## src/rtl/pes_demux_pkg.sv

```systemverilog
// Shared constants and state type for the 1:8 demux collector.
package pes_demux_pkg;
  localparam int PES_NCH   = 8;
  localparam int PES_SEL_W = 3;

  typedef enum logic {
    ST_COLLECT = 1'b0,
    ST_FULL    = 1'b1
  } collect_state_t;
endpackage

```

## src/rtl/pes_demux_collect_8_idle_timer.sv

```systemverilog
// Idle down-counter: expire pulses on the last of TIMEOUT_CYC
// consecutive enabled cycles; TIMEOUT_CYC=0 disables it.
module pes_idle_timer #(
  parameter int TIMEOUT_CYC = 16
) (
  input  logic clk,
  input  logic rst,
  input  logic clear,
  input  logic enable,
  output logic expire
);
  generate
    if (TIMEOUT_CYC > 0) begin : g_on
      localparam int W = $clog2(TIMEOUT_CYC + 1);
      localparam logic [W-1:0] LOAD = W'(TIMEOUT_CYC - 1);
      localparam bit ONE_CYC = (TIMEOUT_CYC == 1);
      logic [W-1:0] cnt;

      // cnt==0 means not yet armed; the first idle cycle loads it
      assign expire = enable &&
        ((cnt == W'(1)) || (ONE_CYC && cnt == '0));

      always_ff @(posedge clk) begin
        if (rst || clear || expire)
          cnt <= '0;
        else if (enable)
          cnt <= (cnt == '0) ? LOAD : cnt - W'(1);
      end
    end else begin : g_off
      assign expire = 1'b0;
    end
  endgenerate
endmodule

```

## src/rtl/pes_demux_collect_8.sv

```systemverilog
// Collects routed demux bits into a byte and offers it on a
// valid/ready port; flags duplicates, non-one-hot input, stalls.
module pes_demux_collect_8
  import pes_demux_pkg::*;
#(
  parameter int TIMEOUT_CYC = 16
) (
  input  logic                 clk,
  input  logic                 rst,
  input  logic [PES_NCH-1:0]   d,
  input  logic [PES_SEL_W-1:0] sel,
  input  logic                 in_valid,
  output logic                 in_ready,
  output logic [PES_NCH-1:0]   out_data,
  output logic                 out_valid,
  input  logic                 out_ready,
  output logic [PES_NCH-1:0]   mask,
  output logic                 err_dup,
  output logic                 err_onehot,
  output logic                 err_timeout
);
  collect_state_t     state;
  logic [PES_NCH-1:0] data_reg;
  logic [PES_NCH-1:0] hit;
  logic [PES_NCH-1:0] mask_nx;
  logic               accept;
  logic               t_clear;
  logic               t_en;
  logic               expire;

  assign in_ready  = (state == ST_COLLECT) && !rst;
  assign out_valid = (state == ST_FULL);
  assign out_data  = data_reg;
  assign accept    = in_valid && in_ready;
  assign hit       = PES_NCH'(1) << sel;
  assign mask_nx   = mask | hit;

  assign t_en    = (state == ST_COLLECT) && (mask != '0) && !accept;
  assign t_clear = accept || (mask == '0) || (state != ST_COLLECT);

  pes_idle_timer #(
    .TIMEOUT_CYC (TIMEOUT_CYC)
  ) u_timer (
    .clk    (clk),
    .rst    (rst),
    .clear  (t_clear),
    .enable (t_en),
    .expire (expire)
  );

  always_ff @(posedge clk) begin
    if (rst) begin
      state       <= ST_COLLECT;
      mask        <= '0;
      data_reg    <= '0;
      err_dup     <= 1'b0;
      err_onehot  <= 1'b0;
      err_timeout <= 1'b0;
    end else begin
      err_dup     <= accept && ((mask & hit) != '0);
      err_onehot  <= accept && ((d & ~hit) != '0);
      err_timeout <= expire;
      unique case (state)
        ST_COLLECT: begin
          if (accept) begin
            data_reg[sel] <= d[sel];
            mask          <= mask_nx;
            if (mask_nx == '1)
              state <= ST_FULL;
          end else if (expire) begin
            mask     <= '0;
            data_reg <= '0;
          end
        end
        ST_FULL: begin
          if (out_ready) begin
            state    <= ST_COLLECT;
            mask     <= '0;
            data_reg <= '0;
          end
        end
        default: state <= ST_COLLECT;
      endcase
    end
  end
endmodule

```

## config.mk

```make
export PLATFORM = sky130hd
export DESIGN_NAME = pes_demux_collect_8
export DESIGN_NICKNAME = d
export VERILOG_FILES = /design/src/rtl/pes_demux_pkg.sv /design/src/rtl/pes_demux_collect_8_idle_timer.sv /design/src/rtl/pes_demux_collect_8.sv
export SDC_FILE = /design/constraint.sdc
export NUM_CORES = 1
export LEC_CHECK = 0
export ABC_AREA = 1
export CORE_MARGIN = 8
export CORE_UTILIZATION = 43
export DETAILED_ROUTE_END_ITERATION = 8
export GPL_ROUTABILITY_DRIVEN = 0
export PLACE_DENSITY = 0.75
export SKIP_LAST_GASP = 1
export SYNTH_ARGS = -nofsm -noshare
export SYNTH_HDL_FRONTEND = slang
export SYNTH_SLANG_ARGS = --single-unit
```

## constraint.sdc

```tcl
create_clock -name clk -period 1.3 [get_ports clk]
set_input_delay 0.26 -clock clk [delete_from_list [all_inputs] [get_ports clk]]
set_output_delay 0.26 -clock clk [all_outputs]
set_load 0.01 [all_outputs]
```

==> results by stage <==
Routing:
- After detailed routing, the average wire length per cell comes to about 13 um.
- The per-cell via count in the routed design is 4.81.
- The detail route stage leaves a number of antenna-violating nets equal to 0.
- The number of design-rule violations left by the first detailed-router iteration is 106.
- The via count is 1540.
- Wires add up to 4150 um.
- The number of remaining DRC errors is 0.
- The detailed-router iteration count before antenna repair is 4.

STA:
- Setup repair after global routing could not meet its margin everywhere.
- The final period utilization is 103%.
- For the final routed database, the setup TNS stands at -229 ps.
- The final hold violation count is 0.
- The count of final max-slew check failures is 0.
- The top achievable clock speed is 746 MHz.
- The actual slew at the worst max-slew pin is around 250 ps.
- The worst setup skew after layout is 8.14 ps.
- The final setup violation count is 13.
- Measured against its own limit, the worst slew margin works out to a little over 80%.
- The setup slack of the critical path after layout is -41.3 ps.
- Subtracting the final worst setup slack from the clock period gives between 1000 and 1500 ps.
- The worst hold margin is 314 ps.

Yosys:
- The yosys synthesis warning count is 0.
- In this run, synthesis produced a sequential element count of 25.
- The netlist area before placement is 1350 sq um.
- Sequential cells were found to cover around 37% of the synthesized design area.
- The mean post-synth cell area is 6.61 sq um.
- Counting every instance in the synthesized netlist gives 204.
- The number of library cell types mapped by synthesis is 26.
- Counting every net in the synthesized netlist gives 221.

Floorplan:
- The number of I/O pins is 36.
- In this run the vertical extent of the chip is 72.0 um.
- The core footprint is 3030 sq um.
- In this run the core area contains 20 standard-cell rows.
- The die covers between 5000 and 6000 sq um.
- The starting density of the core is between 40% and 50%.
- The die width is 72.0 um.

Run status:
- The run finished, with violations left.
- The checks that failed: negative setup slack.

Worst setup path:
- By startpoint and endpoint, the worst setup path is classified as reg2reg.
- Data on the critical path is required at its endpoint by 1580 ps.
- The worst stage delay on the critical path is between 300 and 400 ps.
- The family with the most delay on the worst path is simple AND/OR/NAND/NOR gates.
- Along the worst path, the maximum fanout reaches 8.
- The data arrival time of the worst path is 1620 ps.
- The nature of the critical path endpoint is a register.
- The setup check on the worst reg-to-reg path leaves a slack of -40 ps.
- STA classifies the critical path startpoint as a register.
- The critical path goes through inv_1, nand2_1, nor2_2, nand2_2, nand3_4, nand3_4, nand2_4, nand2_2, nor2_2.
- For this design, the slowest cell found on the critical path is sky130_fd_sc_hd__dfxtp_2.
- Together, buffers and inverters on the worst path number 1.

Place:
- Once detailed placement completed, the half-perimeter wirelength came to 2890 um.
- The post-place setup slack is -515 ps.
- The post-place instance area is roughly 2000 sq um.
- The number of I/O port buffers is 35.

Finish:
- 0 antenna diodes ended up in the layout.
- The area growth from synthesis to final layout is 59.5%.
- In the layout the commonest cells are sky130_fd_sc_hd__nand2_1 (37), sky130_fd_sc_hd__inv_1 (35), sky130_fd_sc_hd__buf_4 (33).
- The most common cell after layout, fill and taps aside is sky130_fd_sc_hd__nand2_1.
- With fillers left out, the area of the finished cells amounts to 2150 sq um.
- The post-route netlist has 29.3% of its cells at a drive strength greater than 1.
- The final net count is 294.

Pwr:
- The analysis attributes to cell leakage a power of approximately 1.1 nW.
- The maximum ir drop on the vdd rail is roughly 0.62 mV.
- The total power density per cell area is 877 nW/um^2.

Clock tree:
- The clock buffer count from CTS is 3.
- For this design, the CTS-stage hold fixing added 0 buffers.
- The clock passes through at most 2 buffers.
- CTS placed an instance of sky130_fd_sc_hd__clkbuf_4 at the clock tree root.
- CTS built an H-tree with a depth of 1.
- Clock latency on the worst-skew pair, taken at its later pin, is roughly 320 ps.
- The number of clock sinks is 25.
- The CTS tree is yes.
- Clock-pin slew was measured on the worst setup and hold paths at 150 ps.

Global route:
- The number of global-route vias before repair is 1545.
- Entering global routing, the biggest net connects 16 pins.
- The number of antenna violations at the first check in global routing is 0.
- The first global-routing pass estimated 6860 um of wire.
- The total track usage is 16.0%.
- For this run the aggregate overflow at the end of global routing stands at 0.

Flow run:
- The max-capacitance violation count is 0.

Min path:
- The worst hold-check path type is in2reg.
==> final cells by class <==
cell class,instances,area (sq um)
Timing Repair Buffer,70,586
Clock inverter,1,7.51
Multi-Input combinational cell,140,830
Clock buffer,3,22.5
Fill cell,268,878
Inverter,37,139
Tap cell,44,55.1
Sequential cell,25,510
==> power by group <==
part	switching [mW]	internal (mW)
combinational	0.365	0.315
clock	0.248	0.118
sequential	0.0262	0.812
==> flip-flops by register name, indices dropped and copies added, names as in the netlist <==
register / count
err_dup: 1
err_onehot: 1
err_timeout: 1
mask: 8
out_data: 8
out_valid: 1
u_timer.g_on.cnt: 5
==> what timing repair did <==
| item | 4_1_cts | 5_1_grt |
|---|---|---|
| pin swaps | 8 | 11 |
| gates resized for setup | 49 | 19 |
| setup buffers | 2 | 1 |
| setup endpoints to repair | 45 | 25 |
| gates cloned | 1 | 0 |
==> logic make-up (layout without fill, tap and decap cells) <==
group	after synthesis	in the layout	share of synthesized area [%]
DFF	25	25	37.1
xor gates and xnor gates	1	1	0.650
AOI/OAI and AO/OA	34	34	14.4
adders and majority gates	2	2	1.86
buffers and inverters	40	111	11.9
and+or+nand+nor	102	103	34.1
==> metal layers <==
metal,GRT usage (%),wire [um]
met1,18.3,1780
met2,28.5,2060
met3,4.27,279
met4,3.85,36
met5,0,0
==> synth_stat cells <==
cell	instances	area [sq um]
sky130_fd_sc_hd__a21oi_1	14	70.1
sky130_fd_sc_hd__nand3b_1	1	7.51
sky130_fd_sc_hd__xnor2_1	1	8.76
sky130_fd_sc_hd__inv_1	36	135
sky130_fd_sc_hd__inv_2	1	3.75
sky130_fd_sc_hd__buf_2	2	10.0
sky130_fd_sc_hd__o21ai_0	7	35.0
sky130_fd_sc_hd__dfxtp_1	25	500
sky130_fd_sc_hd__o22ai_1	9	56.3
sky130_fd_sc_hd__nor2_4	1	11.3
sky130_fd_sc_hd__o31ai_1	1	7.51
sky130_fd_sc_hd__nand2_1	42	158
sky130_fd_sc_hd__nand3_2	2	20.0
sky130_fd_sc_hd__nand2_2	2	12.5
sky130_fd_sc_hd__nand3_1	18	90.1
sky130_fd_sc_hd__nand2_4	1	11.3
sky130_fd_sc_hd__o21bai_1	1	7.51
sky130_fd_sc_hd__or2_2	3	18.8
sky130_fd_sc_hd__nor2_1	27	101
sky130_fd_sc_hd__nand4_1	1	6.26
sky130_fd_sc_hd__nor2_2	2	12.5
sky130_fd_sc_hd__a22o_1	1	8.76
sky130_fd_sc_hd__a21oi_2	1	8.76
sky130_fd_sc_hd__buf_6	1	11.3
sky130_fd_sc_hd__nor3_1	2	10.0
sky130_fd_sc_hd__ha_1	2	25.0
==> path summary, 6_finish.rpt <==
path	start	cells past startpoint	end
min reg2reg	out_data[3]	2	out_data[3]
max	mask[5]	9	out_data[6]
max reg2reg	mask[5]	9	out_data[6]
min	rst	2	err_timeout
==> per-stage QoR <==
step	power, mW	utilization [%]	std cells
6_report	1.88	71.0	320
5_1_grt	1.98	71.0	320
4_1_cts	1.84	68.9	319
3_5_place_dp	1.45	65.5	312
3_3_place_gp	1.44	65.5	312
2_1_floorplan	1.17	-	204
(Power assumes the default switching activity.)
